## src/rtl/shifter_pkg.sv

```systemverilog
// shifter_pkg: shift-op encoding and helpers that place the log2(W) shift layers
// into the STAGES register cuts of pipelined_shifter.
package shifter_pkg;

   typedef enum logic [1:0] {
      SHIFT_SLL = 2'b00,
      SHIFT_SRL = 2'b01,
      SHIFT_SRA = 2'b10,
      SHIFT_ROR = 2'b11
   } shift_op_t;

   function automatic int stage_of_layer(input int k, input int stages, input int amt_width);
      return (k * stages) / amt_width;
   endfunction

   // Highest layer index k with stage_of_layer(k) == s, i.e. ceil((s+1)*A/S) - 1.
   function automatic int last_layer_of_stage(input int s, input int stages, input int amt_width);
      return ((s + 1) * amt_width + stages - 1) / stages - 1;
   endfunction

   function automatic bit is_first_layer(input int k, input int stages, input int amt_width);
      if (k == 0) return 1'b1;
      return stage_of_layer(k - 1, stages, amt_width) != stage_of_layer(k, stages, amt_width);
   endfunction

endpackage

```

## src/rtl/shifter_layer.sv

```systemverilog
// shifter_layer: one combinational barrel layer shifting/rotating by DIST when i_en is set.
module shifter_layer
   import shifter_pkg::*;
#(
   parameter int DATA_WIDTH = 32,
   parameter int DIST       = 1
) (
   input  logic [DATA_WIDTH-1:0] i_data,
   input  shift_op_t             i_op,
   input  logic                  i_en,
   input  logic                  i_fill,
   output logic [DATA_WIDTH-1:0] o_data
);

   always_comb begin
      // NOTE: default assignment first so no path through the case leaves o_data unassigned (no latch).
      o_data = i_data;
      case ({i_op, i_en})
         {SHIFT_SLL, 1'b1}: o_data = {i_data[DATA_WIDTH-DIST-1:0], {DIST{1'b0}}};
         {SHIFT_SRL, 1'b1}: o_data = {{DIST{1'b0}}, i_data[DATA_WIDTH-1:DIST]};
         {SHIFT_SRA, 1'b1}: o_data = {{DIST{i_fill}}, i_data[DATA_WIDTH-1:DIST]};
         {SHIFT_ROR, 1'b1}: o_data = {i_data[DIST-1:0], i_data[DATA_WIDTH-1:DIST]};
         default:           o_data = i_data;
      endcase
   end

endmodule

```

## src/rtl/pipelined_shifter.sv

```systemverilog
// pipelined_shifter: SLL/SRL/SRA/ROR barrel shifter split over STAGES valid/ready register cuts.
// Optional SHIFTER_FLAGS_EN adds registered Zero_out/Carry_out flags.
module pipelined_shifter
   import shifter_pkg::*;
#(
   parameter  int DATA_WIDTH = 32,
   parameter  int STAGES     = 2,
   parameter  int TAG_WIDTH  = 5,
   localparam int AMT_WIDTH  = $clog2(DATA_WIDTH)
) (
   input  logic                  clk,
   input  logic                  rst,
   input  logic                  Flush,
   input  logic                  In_valid,
   output logic                  In_ready,
   input  logic [DATA_WIDTH-1:0] Shift_in,
   input  logic [AMT_WIDTH-1:0]  Shift_amount,
   input  logic [1:0]            Shift_op,
   input  logic [TAG_WIDTH-1:0]  Tag_in,
   output logic                  Out_valid,
   input  logic                  Out_ready,
   output logic [DATA_WIDTH-1:0] Shift_out,
`ifdef SHIFTER_FLAGS_EN
   output logic                  Zero_out,
   output logic                  Carry_out,
`endif
   output logic [TAG_WIDTH-1:0]  Tag_out
);

   logic [DATA_WIDTH-1:0] r_data  [STAGES];
   shift_op_t             r_op    [STAGES];
   logic [AMT_WIDTH-1:0]  r_amt   [STAGES];
   logic [TAG_WIDTH-1:0]  r_tag   [STAGES];
   logic                  r_fill  [STAGES];
   logic [STAGES-1:0]     r_valid;

   logic [DATA_WIDTH-1:0] w_in_data   [STAGES];
   shift_op_t             w_in_op     [STAGES];
   logic [AMT_WIDTH-1:0]  w_in_amt    [STAGES];
   logic [TAG_WIDTH-1:0]  w_in_tag    [STAGES];
   logic                  w_in_fill   [STAGES];
   logic [STAGES-1:0]     w_in_valid;
   logic [DATA_WIDTH-1:0] w_stage_out [STAGES];
   logic [DATA_WIDTH-1:0] w_lay_out   [AMT_WIDTH];
   logic [STAGES:0]       w_ready;

`ifdef SHIFTER_FLAGS_EN
   logic                 r_zero;
   logic [STAGES-1:0]    r_carry;
   logic [STAGES-1:0]    w_in_carry;
   logic [STAGES-1:0]    w_carry_next;
   logic                 w_carry_in;
   logic [AMT_WIDTH-1:0] w_sll_idx;
   logic [AMT_WIDTH-1:0] w_srl_idx;

   // W - amt wraps correctly in AMT_WIDTH bits because W is a power of two.
   assign w_sll_idx = AMT_WIDTH'(DATA_WIDTH) - Shift_amount;
   assign w_srl_idx = Shift_amount - AMT_WIDTH'(1);

   always_comb begin
      w_carry_in = 1'b0;
      if (Shift_amount != '0) begin
         case (shift_op_t'(Shift_op))
            SHIFT_SLL:            w_carry_in = Shift_in[w_sll_idx];
            SHIFT_SRL, SHIFT_SRA: w_carry_in = Shift_in[w_srl_idx];
            default:              w_carry_in = 1'b0;
         endcase
      end
   end
`endif

   assign w_ready[STAGES] = Out_ready;

   for (genvar s = 0; s < STAGES; s++) begin : g_stage
      if (s == 0) begin : g_head
         assign w_in_data[s]  = Shift_in;
         assign w_in_op[s]    = shift_op_t'(Shift_op);
         assign w_in_amt[s]   = Shift_amount;
         assign w_in_tag[s]   = Tag_in;
         assign w_in_fill[s]  = Shift_in[DATA_WIDTH-1];
         assign w_in_valid[s] = In_valid;
`ifdef SHIFTER_FLAGS_EN
         assign w_in_carry[s] = w_carry_in;
`endif
      end else begin : g_body
         assign w_in_data[s]  = r_data[s-1];
         assign w_in_op[s]    = r_op[s-1];
         assign w_in_amt[s]   = r_amt[s-1];
         assign w_in_tag[s]   = r_tag[s-1];
         assign w_in_fill[s]  = r_fill[s-1];
         assign w_in_valid[s] = r_valid[s-1];
`ifdef SHIFTER_FLAGS_EN
         assign w_in_carry[s] = r_carry[s-1];
`endif
      end

      assign w_ready[s]     = !r_valid[s] | w_ready[s+1];
      assign w_stage_out[s] = w_lay_out[last_layer_of_stage(s, STAGES, AMT_WIDTH)];

`ifdef SHIFTER_FLAGS_EN
      // A rotate's carry is the result MSB, known only once every layer has been applied.
      if (s == STAGES - 1) begin : g_ror_carry
         assign w_carry_next[s] = (w_in_op[s] == SHIFT_ROR)
                                ? ((w_in_amt[s] != '0) & w_stage_out[s][DATA_WIDTH-1])
                                : w_in_carry[s];
      end else begin : g_pass_carry
         assign w_carry_next[s] = w_in_carry[s];
      end
`endif
   end

   for (genvar k = 0; k < AMT_WIDTH; k++) begin : g_layer
      localparam int STG = stage_of_layer(k, STAGES, AMT_WIDTH);
      logic [DATA_WIDTH-1:0] w_src;

      if (is_first_layer(k, STAGES, AMT_WIDTH)) begin : g_from_reg
         assign w_src = w_in_data[STG];
      end else begin : g_chain
         assign w_src = w_lay_out[k-1];
      end

      shifter_layer #(
         .DATA_WIDTH (DATA_WIDTH),
         .DIST       (1 << k)
      ) u_layer (
         .i_data (w_src),
         .i_op   (w_in_op[STG]),
         .i_en   (w_in_amt[STG][k]),
         .i_fill (w_in_fill[STG]),
         .o_data (w_lay_out[k])
      );
   end

   // NOTE: data registers are reset too, so Shift_out/Tag_out read 0 straight out of reset.
   always_ff @(posedge clk or posedge rst) begin
      if (rst) begin
         r_valid <= '0;
         for (int s = 0; s < STAGES; s++) begin
            r_data[s] <= '0;
            r_op[s]   <= SHIFT_SLL;
            r_amt[s]  <= '0;
            r_tag[s]  <= '0;
            r_fill[s] <= 1'b0;
         end
`ifdef SHIFTER_FLAGS_EN
         r_zero  <= 1'b1;
         r_carry <= '0;
`endif
      end else if (Flush) begin
         r_valid <= '0;
      end else begin
         for (int s = 0; s < STAGES; s++) begin
            if (w_ready[s]) begin
               r_valid[s] <= w_in_valid[s];
               // Bubbles leave the payload untouched; only valid data is captured.
               if (w_in_valid[s]) begin
                  r_data[s] <= w_stage_out[s];
                  r_op[s]   <= w_in_op[s];
                  r_amt[s]  <= w_in_amt[s];
                  r_tag[s]  <= w_in_tag[s];
                  r_fill[s] <= w_in_fill[s];
`ifdef SHIFTER_FLAGS_EN
                  r_carry[s] <= w_carry_next[s];
                  if (s == STAGES - 1) r_zero <= (w_stage_out[s] == '0);
`endif
               end
            end
         end
      end
   end

   assign In_ready  = w_ready[0] & !Flush;
   assign Out_valid = r_valid[STAGES-1] & !Flush;
   assign Shift_out = r_data[STAGES-1];
   assign Tag_out   = r_tag[STAGES-1];
`ifdef SHIFTER_FLAGS_EN
   assign Zero_out  = r_zero;
   assign Carry_out = r_carry[STAGES-1];
`endif

endmodule
```

## config.mk

```make
export PLATFORM = sky130hd
export DESIGN_NAME = pipelined_shifter
export DESIGN_NICKNAME = d
export VERILOG_FILES = /design/src/rtl/shifter_pkg.sv /design/src/rtl/shifter_layer.sv /design/src/rtl/pipelined_shifter.sv
export SDC_FILE = /design/constraint.sdc
export NUM_CORES = 1
export LEC_CHECK = 0
export CORE_MARGIN = 4
export CORE_UTILIZATION = 35
export CTS_BUF_LIST = sky130_fd_sc_hd__clkbuf_4 sky130_fd_sc_hd__clkbuf_8 sky130_fd_sc_hd__clkbuf_16
export CTS_CLUSTER_DIAMETER = 150
export DETAILED_ROUTE_END_ITERATION = 10
export DONT_BUFFER_PORTS = 1
export SYNTH_ARGS = -nofsm -noshare
export SYNTH_HDL_FRONTEND = slang
export SYNTH_SLANG_ARGS = --single-unit
export TNS_END_PERCENT = 10
```

## constraint.sdc

```tcl
create_clock -name clk -period 5 [get_ports clk]
set_input_delay 1.5 -clock clk [delete_from_list [all_inputs] [get_ports clk]]
set_output_delay 1.5 -clock clk [all_outputs]
set_load 0.005 [all_outputs]
```

# After elaboration in Yosys (flattened, before gate mapping)
# Index checks and enable logic that the tools add are counted.
# Widths: inputs -> output; s select.
# op_classes
eq_ne	20
muxes	8
n_bitwise	5
reduce_logical	7
# ops
operator	n
$pmux 32 s4	5
$eq 3x3->1 const B	10
$eq 3x1->1 const B	5
$eq 3x2->1 const B	5
$reduce_and 3->1	2
$reduce_bool 2->1	2
$logic_not 1->1	3
$and 1x1->1	2
$mux 1	2
$mux 2	1
$or 1x1->1	2
$not 1->1	1
# word_totals
reg_bits	84
input_bits	49
out_inout_bits	39
elab_cells	49

# Depth between registers and ports, before layout
# depth
depth_word	5
mapped_depth	8
mapped_depth_nobuf	5

# Cells and area by module
# Synthesis repeated with hierarchy kept, for this count alone.
# hier_totals
cells_unflattened	851
area_unflattened_um2	7352.1
# modules_own_cells
mod	instances	cells_per_inst	area_each_um2	seq_area_each_um2
pipelined_shifter	1	184	3148.0	2026.9
shifter_layer at g_layer[4].u_layer	1	128	892.1	0.0
shifter_layer at g_layer[3].u_layer	1	139	880.8	0.0
shifter_layer at g_layer[2].u_layer	1	144	872.1	0.0
shifter_layer at g_layer[1].u_layer	1	147	865.8	0.0
shifter_layer at g_layer[0].u_layer	1	109	693.2	0.0

# Worst setup path before layout
# OpenSTA, ideal clock, no wires.
# synth_path
path_type	input to output
startpoint	in Out_ready
endpoint	out In_ready
arrival_ps	1813
required_ps	3500
path_slack_ps	1687
cell_stages	2
n_path_buf	0
path_cell_list	and3b_1 -> nor2_1
# synth_between
elab_chain_cells	3
# synth_rtl
element	line_no	source
start: declaration	pipelined_shifter.sv:21	input logic Out_ready,
$or 1x1->1 (2 in a row)	pipelined_shifter.sv:97	assign w_ready[s] = !r_valid[s] | w_ready[s+1];
$and 1x1->1	pipelined_shifter.sv:172	assign In_ready = w_ready[0] & !Flush;
end: declaration	pipelined_shifter.sv:15	output logic In_ready,
# No other way between the ends.

# Final worst setup path
# Same ends and word-level chain as after synthesis.

==> flow_metrics.py <==
metrics = {
    "run_status": {
        "status": "completed",
    },
    "timing": {
        "fin_skew_ps": 10.1,
        "finalMaxSlewViolations": 0,
        "rsz0062_at_grt": "false",
        "finalCritPeriodShare": 0.678,
        "final.setup.tns_ps": 0,
        "slew_headroom": 0.219,
        "post-route-min-period_ps": 3390,
        "finalHoldViolations": 0,
        "worstMarginPinSlew_ps": 1160,
        "fmax_mhz": 295,
        "setup_viol": 0,
    },
    "power": {
        "seqPwrFrac": 0.421,
        "combPwrFrac": 0.286,
        "vdd_drop_max_uv": 172,
        "p_switching_mw": 0.824,
        "power_density_nw_per_um2": 319,
        "p_leak_nw": 2.76,
        "internal-power_mw": 1.50,
        "swShare": 0.355,
        "pwr-share-clk": 0.293,
    },
    "logic_synthesis": {
        "ys_warn_count": 0,
        "ys_seq_elements": 81,
        "synth-main-ff-cell": "dfrtp_1",
        "synthTopCellsByCount": "nand2_1, nor2_1, dfrtp_1",
        "yosysMostFrequentCell": "nand2_1",
        "synth_top_area_frac": 0.288,
        "synth_enable_flop_cells": 0,
        "syn_area_um2": 7030,
        "synth_area_per_cell_um2": 7.70,
        "async_reset_ff_frac": 1.00,
        "synthCells": 913,
        "yosys.area.top_type": "dfrtp_1",
        "ys_seq_area_frac": 0.288,
        "syn_nets": 962,
        "synthDistinctLibCells": 79,
        "synthTopCellsByArea": "dfrtp_1, nand2_1, nor2_1",
    },
    "finish": {
        "diodes": 0,
        "n_fill_cell": 2071,
        "regArea_um2": 2030,
        "finish.instance_area_um2": 7280,
        "syn2layout_area_growth_pct": 3.58,
        "multi_input_area_um2": 4510,
        "drive_gt1_frac": 0.0835,
        "layout.nets": 894,
    },
    "floorplanning": {
        "coreArea_um2": 19600,
        "dieArea_um2": 22400,
        "pin_count": 88,
        "die_w_um": 150,
        "die_height_um": 150,
        "rows": 51,
        "initial_core_util": 0.359,
    },
    "clocking": {
        "htree_levels": 3,
        "cts_made_buffers": 9,
        "clkTransAtPathRegs_ps": 60,
        "insertion_delay_ps": 340,
        "holdBufCountCts": 0,
        "cts_sinks": 81,
        "post_cts_resized": 0,
        "max-clock-path-buffers": 2,
        "tritoncts": "built",
        "cts_setup_buffers": 0,
        "clockRootBuffer": "clkbuf_16",
    },
    "worst_setup_path": {
        "cpLargestDelayFamily": "simple AND/OR/NAND/NOR gates",
        "worstSetupPathType": "in2out",
        "max_stage_delay_ps": 300,
        "cp-start-kind": "input port",
        "cpMaxStageDelayCell": "and3b_1",
        "crit_path_end_kind": "output port",
        "path_max_fanout": 4,
        "crit_buf_inv": 0,
        "path_cells": "and3b_1 > nor2_1",
        "worstPathArrival_ps": 1890,
        "critPathRequiredTime_ps": 3500,
    },
    "global_route": {
        "grt_start_max_net_pins": 140,
        "antenna_found_initial": 0,
        "grt_pass1_wl_mm": 38.7,
        "grt_pass1_vias": 6432,
        "grt_usage": 0.221,
        "gr-total-overflow": 0,
    },
    "run": {
        "maxCapViolations": 0,
    },
    "worst_hold_path": {
        "hp-class": "reg2reg",
    },
    "route": {
        "post_drt_wl_per_cell_um": 22.6,
        "drt_first_pass_iters": 6,
        "vias_per_cell": 6.29,
        "vias": 7017,
        "drc": 0,
        "drt_iter0_drc": 800,
        "routed_wl_mm": 25.2,
        "ant_nets": 0,
    },
    "placed_design": {
        "placed_cell_area_um2": 6970,
        "gp_congestion": 0.992,
        "portBuffers": 0,
        "place_hpwl_mm": 18.2,
    },
}
## path summary, 6_finish.rpt
path | startpoint | to | slack, ps | depth (start not counted)
worst min-delay path | r_tag[8]$_DFFE_PP0P_ | r_tag[8]$_DFFE_PP0P_ | 480 | 2
worst max register to register | r_amt[9]$_DFFE_PP0P_ | Shift_out[9]$_DFFE_PP0P_ | 2050 | 4
min in group asynchronous | rst | Tag_out[4]$_DFFE_PP0P_ | 1120 | 1
worst min register to register | r_tag[8]$_DFFE_PP0P_ | r_tag[8]$_DFFE_PP0P_ | 480 | 2
max in group asynchronous | rst | g_layer[3].w_src[26]$_DFFE_PP0P_ | 2900 | 2
worst max-delay path | Out_ready | In_ready | 1610 | 2
## worst reg2reg max path, stage by stage, from the launching register on
cell	delay (ps)
dfrtp_1	760
clkinv_1	630
nor2_1	980
a22oi_1	290
a21oi_1	220
## cells in the final DEF, fill, tap and decap left out, types with 9 or more instances in the layout
master / netlist / final
a211o_1: 10 / 10
a211oi_1: 12 / 12
a21oi_1: 72 / 72
a221oi_1: 10 / 10
a22oi_1: 9 / 9
a311oi_1: 19 / 19
a31oi_1: 49 / 49
buf_4: 16 / 9
clkbuf_16: 0 / 9
dfrtp_1: 81 / 80
mux2_2: 11 / 11
mux2i_1: 26 / 26
nand2_1: 135 / 135
nand2b_1: 16 / 16
nand3_1: 20 / 20
nor2_1: 126 / 126
nor2b_1: 26 / 26
o211ai_1: 12 / 12
o21ai_0: 33 / 33
o21ai_1: 11 / 11
o32a_1: 9 / 9
## per-layer routing
metal / GRT usage / vias up / routed length (µm)
met5: 0 / - / 0
met4: 0.0919 / 0 / 892
met2: 0.304 / 396 / 10300
li1: - / 3249 / -
met1: 0.323 / 3316 / 11400
met3: 0.0603 / 56 / 2620
## power by group through the flow
| stage | clock network, mW | registers [mW] | logic (mW) |
|---|---|---|---|
| floorplan | 0 | 0.890 | 0.601 |
| global placement | 0 | 0.984 | 0.645 |
| detailed placement | 0 | 0.990 | 0.647 |
| CTS | 0.691 | 0.978 | 0.651 |
| global route | 0.715 | 1.00 | 0.734 |
| finish | 0.681 | 0.976 | 0.663 |
## cells by family after synthesis
group,count (synthesis),synth area share
compound gates,314,0.316
buf+inv,96,0.0718
flops,81,0.288
mux,44,0.0760
simple gates,378,0.248
## registers in the layout, summed over array words and instances, names as in the netlist
name           flops
Shift_out         32
g_layer.w_src     32
Tag_out            5
r_tag              5
r_amt              2
r_op               2
r_valid            2
r_fill             1
## area by class of cell
type                            count  share of cell area
Multi-Input combinational cell    736               0.620
Sequential cell                    81               0.279
Tap cell                          265              0.0456
Clock buffer                       13              0.0368
Timing Repair Buffer                9             0.00928
Clock inverter                      3             0.00550
Inverter                            8             0.00430
## through the flow
step                 util  setup WS [ps]  hold WS (ps)  power, mW  cells
finish              0.372           1610           475       2.32   1115
global placement    0.356           1410           455       1.63   1099
CTS                 0.372           1610           482       2.32   1115
floorplan               -           1420           440       1.49    913
global route        0.372           1570           513       2.45   1115
detailed placement  0.356           1390           467       1.64   1099
Power figures use the tool's default switching activity.
